<file path="src/rtl/beam_envelope_stage_if.sv">
// Stream bundle between the beamformer sum and the envelope stage (input side)
// and between the envelope stage and the readout consumer (output side).
interface beam_envelope_stage_if #(
    parameter int unsigned IN_W  = 36,
    parameter int unsigned OUT_W = 16
) ();
    logic             in_valid;
    logic [IN_W-1:0]  in_data;
    logic             in_ready;
    logic             out_valid;
    logic [OUT_W-1:0] out_data;
    logic             out_last;
    logic             out_ready;

    modport slave (
        input  in_valid, in_data, out_ready,
        output in_ready, out_valid, out_data, out_last
    );

    modport master (
        output in_valid, in_data, out_ready,
        input  in_ready, out_valid, out_data, out_last
    );
endinterface

</file>
<file path="src/rtl/beam_envelope_stage.sv">
// Envelope stage: |sample| >> SHIFT, saturated to OUT_W, one pipeline register then
// an output FIFO; frames of FRAME_LEN samples with peak and sticky overflow reporting.
module beam_envelope_stage #(
    parameter int unsigned IN_W       = 36,
    parameter int unsigned OUT_W      = 16,
    parameter int unsigned SHIFT      = 12,
    parameter int unsigned FRAME_LEN  = 540,
    parameter int unsigned FIFO_DEPTH = 16
) (
    input  logic                  clk,
    input  logic                  rst,
    input  logic                  start_i,
    beam_envelope_stage_if.slave  bus,
    output logic [OUT_W-1:0]      peak_o,
    output logic                  overflow_o,
    output logic                  frame_done_o,
    output logic                  busy_o
);
    localparam int unsigned PtrW = $clog2(FIFO_DEPTH);
    localparam int unsigned CntW = $clog2(FRAME_LEN);
    localparam logic [CntW-1:0] LastCnt = CntW'(FRAME_LEN - 1);
    localparam logic [PtrW:0]   Depth   = (PtrW + 1)'(FIFO_DEPTH);

    typedef enum logic [1:0] {StIdle, StCollect, StDrain, StDone} state_e;

    state_e state_q, state_d;

    logic                 stage_v_q;
    logic [OUT_W-1:0]     stage_data_q;
    logic                 stage_last_q;
    logic [OUT_W:0]       mem_q [FIFO_DEPTH];
    logic [PtrW-1:0]      wr_ptr_q, rd_ptr_q;
    logic [PtrW:0]        count_q;
    logic [CntW-1:0]      in_cnt_q;
    logic [OUT_W-1:0]     max_q, peak_q;
    logic                 ovf_q;

    logic                 in_fire, out_fire, last_in, pop_last;
    logic [IN_W-1:0]      mag, shifted;
    logic                 sat;
    logic [OUT_W-1:0]     s_val;

    assign in_fire  = bus.in_valid & bus.in_ready;
    assign out_fire = bus.out_valid & bus.out_ready;
    assign last_in  = in_fire && (in_cnt_q == LastCnt);
    assign pop_last = out_fire && bus.out_last;

    // Negation is done unsigned so the most negative input maps to 2^(IN_W-1).
    always_comb begin
        mag     = bus.in_data[IN_W-1] ? (~bus.in_data + IN_W'(1)) : bus.in_data;
        shifted = mag >> SHIFT;
        sat     = |shifted[IN_W-1:OUT_W];
        s_val   = sat ? '1 : shifted[OUT_W-1:0];
    end

    always_ff @(posedge clk or posedge rst) begin
        if (rst) begin
            state_q <= StIdle;
        end else begin
            state_q <= state_d;
        end
    end

    always_comb begin
        state_d = state_q;
        case (state_q)
            StIdle:    if (start_i)  state_d = StCollect;
            StCollect: if (last_in)  state_d = StDrain;
            StDrain:   if (pop_last) state_d = StDone;
            StDone:                  state_d = StIdle;
            default:                 state_d = StIdle;
        endcase
    end

    // Stage register plus FIFO occupancy bounds what may be accepted, so the FIFO never overflows.
    always_comb begin
        bus.in_ready = (state_q == StCollect) &&
                       ((count_q + (PtrW + 1)'(stage_v_q)) < Depth);
        frame_done_o = (state_q == StDone);
        busy_o       = (state_q != StIdle);
    end

    always_comb begin
        bus.out_valid = (count_q != '0);
        bus.out_data  = bus.out_valid ? mem_q[rd_ptr_q][OUT_W-1:0] : '0;
        bus.out_last  = bus.out_valid ? mem_q[rd_ptr_q][OUT_W] : 1'b0;
    end

    assign peak_o     = peak_q;
    assign overflow_o = ovf_q;

    always_ff @(posedge clk) begin
        if (stage_v_q) begin
            mem_q[wr_ptr_q] <= {stage_last_q, stage_data_q};
        end
    end

    always_ff @(posedge clk or posedge rst) begin
        if (rst) begin
            stage_v_q    <= 1'b0;
            stage_data_q <= '0;
            stage_last_q <= 1'b0;
            wr_ptr_q     <= '0;
            rd_ptr_q     <= '0;
            count_q      <= '0;
        end else begin
            stage_v_q <= in_fire;
            if (in_fire) begin
                stage_data_q <= s_val;
                stage_last_q <= (in_cnt_q == LastCnt);
            end
            if (stage_v_q) begin
                wr_ptr_q <= wr_ptr_q + PtrW'(1);
            end
            if (out_fire) begin
                rd_ptr_q <= rd_ptr_q + PtrW'(1);
            end
            case ({stage_v_q, out_fire})
                2'b10:   count_q <= count_q + (PtrW + 1)'(1);
                2'b01:   count_q <= count_q - (PtrW + 1)'(1);
                default: count_q <= count_q;
            endcase
        end
    end

    always_ff @(posedge clk or posedge rst) begin
        if (rst) begin
            in_cnt_q <= '0;
            max_q    <= '0;
            peak_q   <= '0;
            ovf_q    <= 1'b0;
        end else begin
            if ((state_q == StIdle) && start_i) begin
                in_cnt_q <= '0;
                max_q    <= '0;
                ovf_q    <= 1'b0;
            end else if (in_fire) begin
                in_cnt_q <= last_in ? '0 : in_cnt_q + CntW'(1);
                if (sat) begin
                    ovf_q <= 1'b1;
                end
                if (s_val > max_q) begin
                    max_q <= s_val;
                end
            end
            if (state_q == StDone) begin
                peak_q <= max_q;
            end
        end
    end
endmodule

</file>
<file path="src/flat_wrapper.sv">
// flat-port wrapper written by rule: the top's interface ports become plain ports
module beam_envelope_stage_flat 
#(
    parameter int unsigned IN_W       = 36,
    parameter int unsigned OUT_W      = 16,
    parameter int unsigned SHIFT      = 12,
    parameter int unsigned FRAME_LEN  = 540,
    parameter int unsigned FIFO_DEPTH = 16
)
  (clk, rst, start_i, peak_o, overflow_o, frame_done_o, busy_o, bus_in_valid, bus_in_data, bus_out_ready, bus_in_ready, bus_out_valid, bus_out_data, bus_out_last);
  beam_envelope_stage_if #(.IN_W(IN_W), .OUT_W(OUT_W)) bus_i ();
  input  logic clk;
  input  logic rst;
  input  logic start_i;
  output logic [OUT_W-1:0] peak_o;
  output logic overflow_o;
  output logic frame_done_o;
  output logic busy_o;
  input wire logic [$bits(bus_i.in_valid)-1:0] bus_in_valid;
  input wire logic [$bits(bus_i.in_data)-1:0] bus_in_data;
  input wire logic [$bits(bus_i.out_ready)-1:0] bus_out_ready;
  output wire logic [$bits(bus_i.in_ready)-1:0] bus_in_ready;
  output wire logic [$bits(bus_i.out_valid)-1:0] bus_out_valid;
  output wire logic [$bits(bus_i.out_data)-1:0] bus_out_data;
  output wire logic [$bits(bus_i.out_last)-1:0] bus_out_last;
  assign bus_i.in_valid = bus_in_valid;
  assign bus_i.in_data = bus_in_data;
  assign bus_i.out_ready = bus_out_ready;
  assign bus_in_ready = bus_i.in_ready;
  assign bus_out_valid = bus_i.out_valid;
  assign bus_out_data = bus_i.out_data;
  assign bus_out_last = bus_i.out_last;
  beam_envelope_stage #(.IN_W(IN_W), .OUT_W(OUT_W), .SHIFT(SHIFT), .FRAME_LEN(FRAME_LEN), .FIFO_DEPTH(FIFO_DEPTH)) u_core (.clk(clk), .rst(rst), .start_i(start_i), .bus(bus_i), .peak_o(peak_o), .overflow_o(overflow_o), .frame_done_o(frame_done_o), .busy_o(busy_o));
endmodule
</file>
<file path="config.mk">
export PLATFORM = sky130hd
export DESIGN_NAME = beam_envelope_stage_flat
export DESIGN_NICKNAME = d
export VERILOG_FILES = /design/src/rtl/beam_envelope_stage_if.sv /design/src/rtl/beam_envelope_stage.sv /design/src/flat_wrapper.sv
export SDC_FILE = /design/constraint.sdc
export NUM_CORES = 1
export LEC_CHECK = 0
export ABC_CLOCK_PERIOD_IN_PS = 5800
export CORE_MARGIN = 8
export CORE_UTILIZATION = 64
export CTS_CLUSTER_DIAMETER = 60
export DETAILED_ROUTE_END_ITERATION = 8
export PLACE_DENSITY = 0.85
export SYNTH_ARGS = -nofsm -noshare
export SYNTH_HDL_FRONTEND = slang
export SYNTH_SLANG_ARGS = --single-unit
</file>
<file path="constraint.sdc">
create_clock -name clk -period 5.8 [get_ports clk]
set_input_delay 1.16 -clock clk [delete_from_list [all_inputs] [get_ports clk]]
set_output_delay 1.16 -clock clk [all_outputs]
set_load 0.02 [all_outputs]
</file>
==> results of run 1 <==
sequential cells by signal, indices dropped and copies added, names as in the netlist:
signal / cells
u_core.mem_q: 272
u_core.count_q: 5
u_core.max_q: 16
u_core.stage_v_q: 1
u_core.stage_last_q: 1
u_core.rd_ptr_q: 4
u_core.wr_ptr_q: 4
u_core.stage_data_q: 16
u_core.peak_o: 16
u_core.overflow_o: 1
u_core.state_q: 2
u_core.in_cnt_q: 10
stage by stage:
step,worst slack (ns),hold WS (ns),total power [mW],instances,util [%]
6_report,0.592,0.511,8.64,1302,74.2
5_1_grt,0.279,0.536,8.98,1302,74.2
4_1_cts,0.656,0.512,8.68,1302,74.2
3_5_place_dp,0.158,0.495,6.31,1240,69.2
3_3_place_gp,0.263,0.491,6.21,1240,69.2
2_1_floorplan,0.893,0.480,5.36,878,-
power by group:
group	switching, mW	internal [mW]
clock network	0.934	1.41
registers	0.601	3.21
logic	1.14	1.35
total	2.68	5.96
layer usage:
layer | vias up | GRT usage [%]
met5 | - | 0
met4 | 0 | 9.08
met3 | 83 | 4.52
met2 | 439 | 40.1
met1 | 4325 | 30.9
li1 | 3613 | -
kinds of logic (layout without fill, tap and decap cells):
logic type                 after synthesis  in the layout
and+or+nand+nor                        174            174
AOI/OAI and AO/OA                      106            106
adders and majority gates               32             32
xor gates and xnor gates                34             34
buffers and inverters                   81            186
muxes                                  103            103
DFF                                    348            348
how the worst max path moves through the flow:
| stage | start | to | slack, ns | cells past startpoint |
|---|---|---|---|---|
| finish | bus_in_data[12] | u_core.max_q[6] | 0.59 | 15 |
| global placement | bus_in_data[14] | u_core.max_q[1] | 0.26 | 15 |
| detailed placement | bus_in_data[14] | u_core.max_q[1] | 0.16 | 15 |
| floorplan | bus_in_data[22] | u_core.max_q[0] | 0.89 | 18 |
| CTS | bus_in_data[14] | u_core.max_q[1] | 0.66 | 15 |
| global route | bus_in_data[12] | u_core.max_q[4] | 0.28 | 15 |
layout by cell type (no fill, tap or decap), types with 13 or more instances in the layout:
master           count
nor2_1              34
nand2_1             26
dfrtp_1             74
ha_1                31
inv_1               30
xor2_1              21
a21oi_1             32
mux2_2              18
mux4_2              85
nor2b_1             19
xnor2_1             13
edfxtp_1           272
clkdlybuf4s50_1     78
clkbuf_16           34
layout make-up:
class                           count  area share, %
Multi-Input combinational cell    449           26.2
Tap cell                          319           2.32
Sequential cell                   348           58.5
Inverter                           31          0.683
Clock inverter                     19           1.69
Timing Repair Buffer               93           5.41
Clock buffer                       43           5.14
==> run metrics, run 1 <==
Final Hold Viols 0; post-synthesis mux area share approximately 14%; Worst R2R Start u_core.stage_v_q; Clock transition at path regs 0.06 ns; Compound-Gate Fraction of Synth Area under 10%; Total GRT Usage between 20% and 30%; routed wire length 33300 microns; Crit Path Max Fanout ~50; crit path time final 5.21 ns; hold_buf cts 0; Core Box Area 0.0232 sq mm; r2r endpoint u_core.max_q[6]; synth-to-layout area growth 15.5%; max-slew violation count 0; CTS-repair resized insts 0; GP Congestion 0.844; Max-Slew Margin vs Limit 14.4%; Mapped Cells 878; simple-gate share of the synthesized area under 10%; first-pass GRT wire length ~50000 microns; initial DRC count about 840; Reg area around 0.010 sq mm; family of cells with the greatest summed delay on the critical path simple AND/OR/NAND/NOR gates; max_cap viols 0; largest net degree at the start of global routing 77; Buf/Inv on CP 2; top-area cell type share of the netlist area a little over half; Max Clock Skew roughly 0.02 ns; Critical Path AT between 5 and 6 ns; cell accounting for the most synthesized area edfxtp_1; post-DR wirelength/cell 25.6 microns; initial antenna violation count 0; hold path endpoint u_core.peak_o[2]; H-tree levels 2; post-CTS setup buffer count 0; CP endpoint kind register; Die Height roughly 170 microns; Initial DRT Pass Iterations 6; Setup Viol. Count Final 0; DRC Markers 0; unrepaired setup endpoints after global routing no; worst hold start u_core.peak_o[2]; Slowest-stage cell, CP or4_1; Synth Register Bits around 350; crit path launch type input pin; met2 wire length between 15000 and 20000 microns; Filler Cell Count between 1000 and 1500; Die ar. 0.0284 sq mm; hpwl dp roughly 19000 microns; Reg2Reg Setup Slack 2.62 ns; count leader, synth edfxtp_1; Seq/Total Area, Yosys 67.6%; Crit path largest cell delay 0.56 ns; I/O pin cnt 79; routed via count 8460; Synth Area in XOR/XNOR about 2.0%; Worst-Margin Slew 1.28 ns; Worst Reg2Reg Path Length in Cells 9; outcome completed; Fin Setup TNS 0 ns; area of the multi-input gates roughly 0.0045 sq mm; Synth Cell Area about 0.015 sq mm; Synth area leaders edfxtp_1, mux4_2, dfrtp_1; final worst path period share 89.8%; Pleak 5.87 nW; largest buffer count on any clock path 3; post-route cell area 0.0172 sq mm; synth unique cells 52; IO buf count 78; Hold Path Class register to register; vias in the first global route roughly 8700; WS Path Type input pin to register; Num CTS Buffers 34; pwr/cell area 502 mW/mm^2; Max Used Layer met4; worst vdd ir 0.312 mV; antenna-violating nets left 0; Top FF cell, synth edfxtp_1; # clock sinks 348; Adder-Cell Fraction of Synth Area about 2.7%; number of synthesized flops with an enable pin approximately 270; Clk Latency, worst-skew pair between 0.5 and 0.6 ns; root buffer cell clkbuf_16; Syn. warnings 0; share of layout cells above drive strength 1 19.0%; FP Rows 56; Synth async-reset ratio 21.8%; worst hold path depth 1; syn avg cell area 17.0 sq um; largest family of logic cells by synthesized area multiplexers; M1 WL 12900 microns; critical path required time a little over 6 ns; nets 1030; grt ovf 0; Antenna Cells 0; f_max between 150 and 200 MHz; critical-path cell list clkdlybuf4s50_1 -> nor4_2 -> nand4_2 -> or4_1 -> nand4b_1 -> and4b_1 -> buf_12 -> nand2_1 -> ha_1 -> and4_1 -> nand3_1 -> o311ai_0 -> or3_1 -> a21oi_1 -> a311oi_1; commonest cells in the synthesized netlist edfxtp_1, mux4_2, dfrtp_1, nor2_1, a21oi_1; Post-DP Area 0.0160 sq mm; post-synth net total 951; Die W around 170 microns; Initial Util 64.3%; CTS tree done; DR vias/cell 6.50; routed wl met3 2480 microns
(Power assumes the default switching activity.)
==> run 2, diff against run 1 <==
--- a/config.mk
+++ b/config.mk
@@ -11,6 +11,7 @@
 export CTS_CLUSTER_DIAMETER = 60
 export DETAILED_ROUTE_END_ITERATION = 8
 export PLACE_DENSITY = 0.85
+export SLEW_MARGIN = 10
 export SYNTH_ARGS = -nofsm -noshare
 export SYNTH_HDL_FRONTEND = slang
 export SYNTH_SLANG_ARGS = --single-unit
==> results of run 2 <==
Final layout, timing and power as in run 1 (identical DEF).
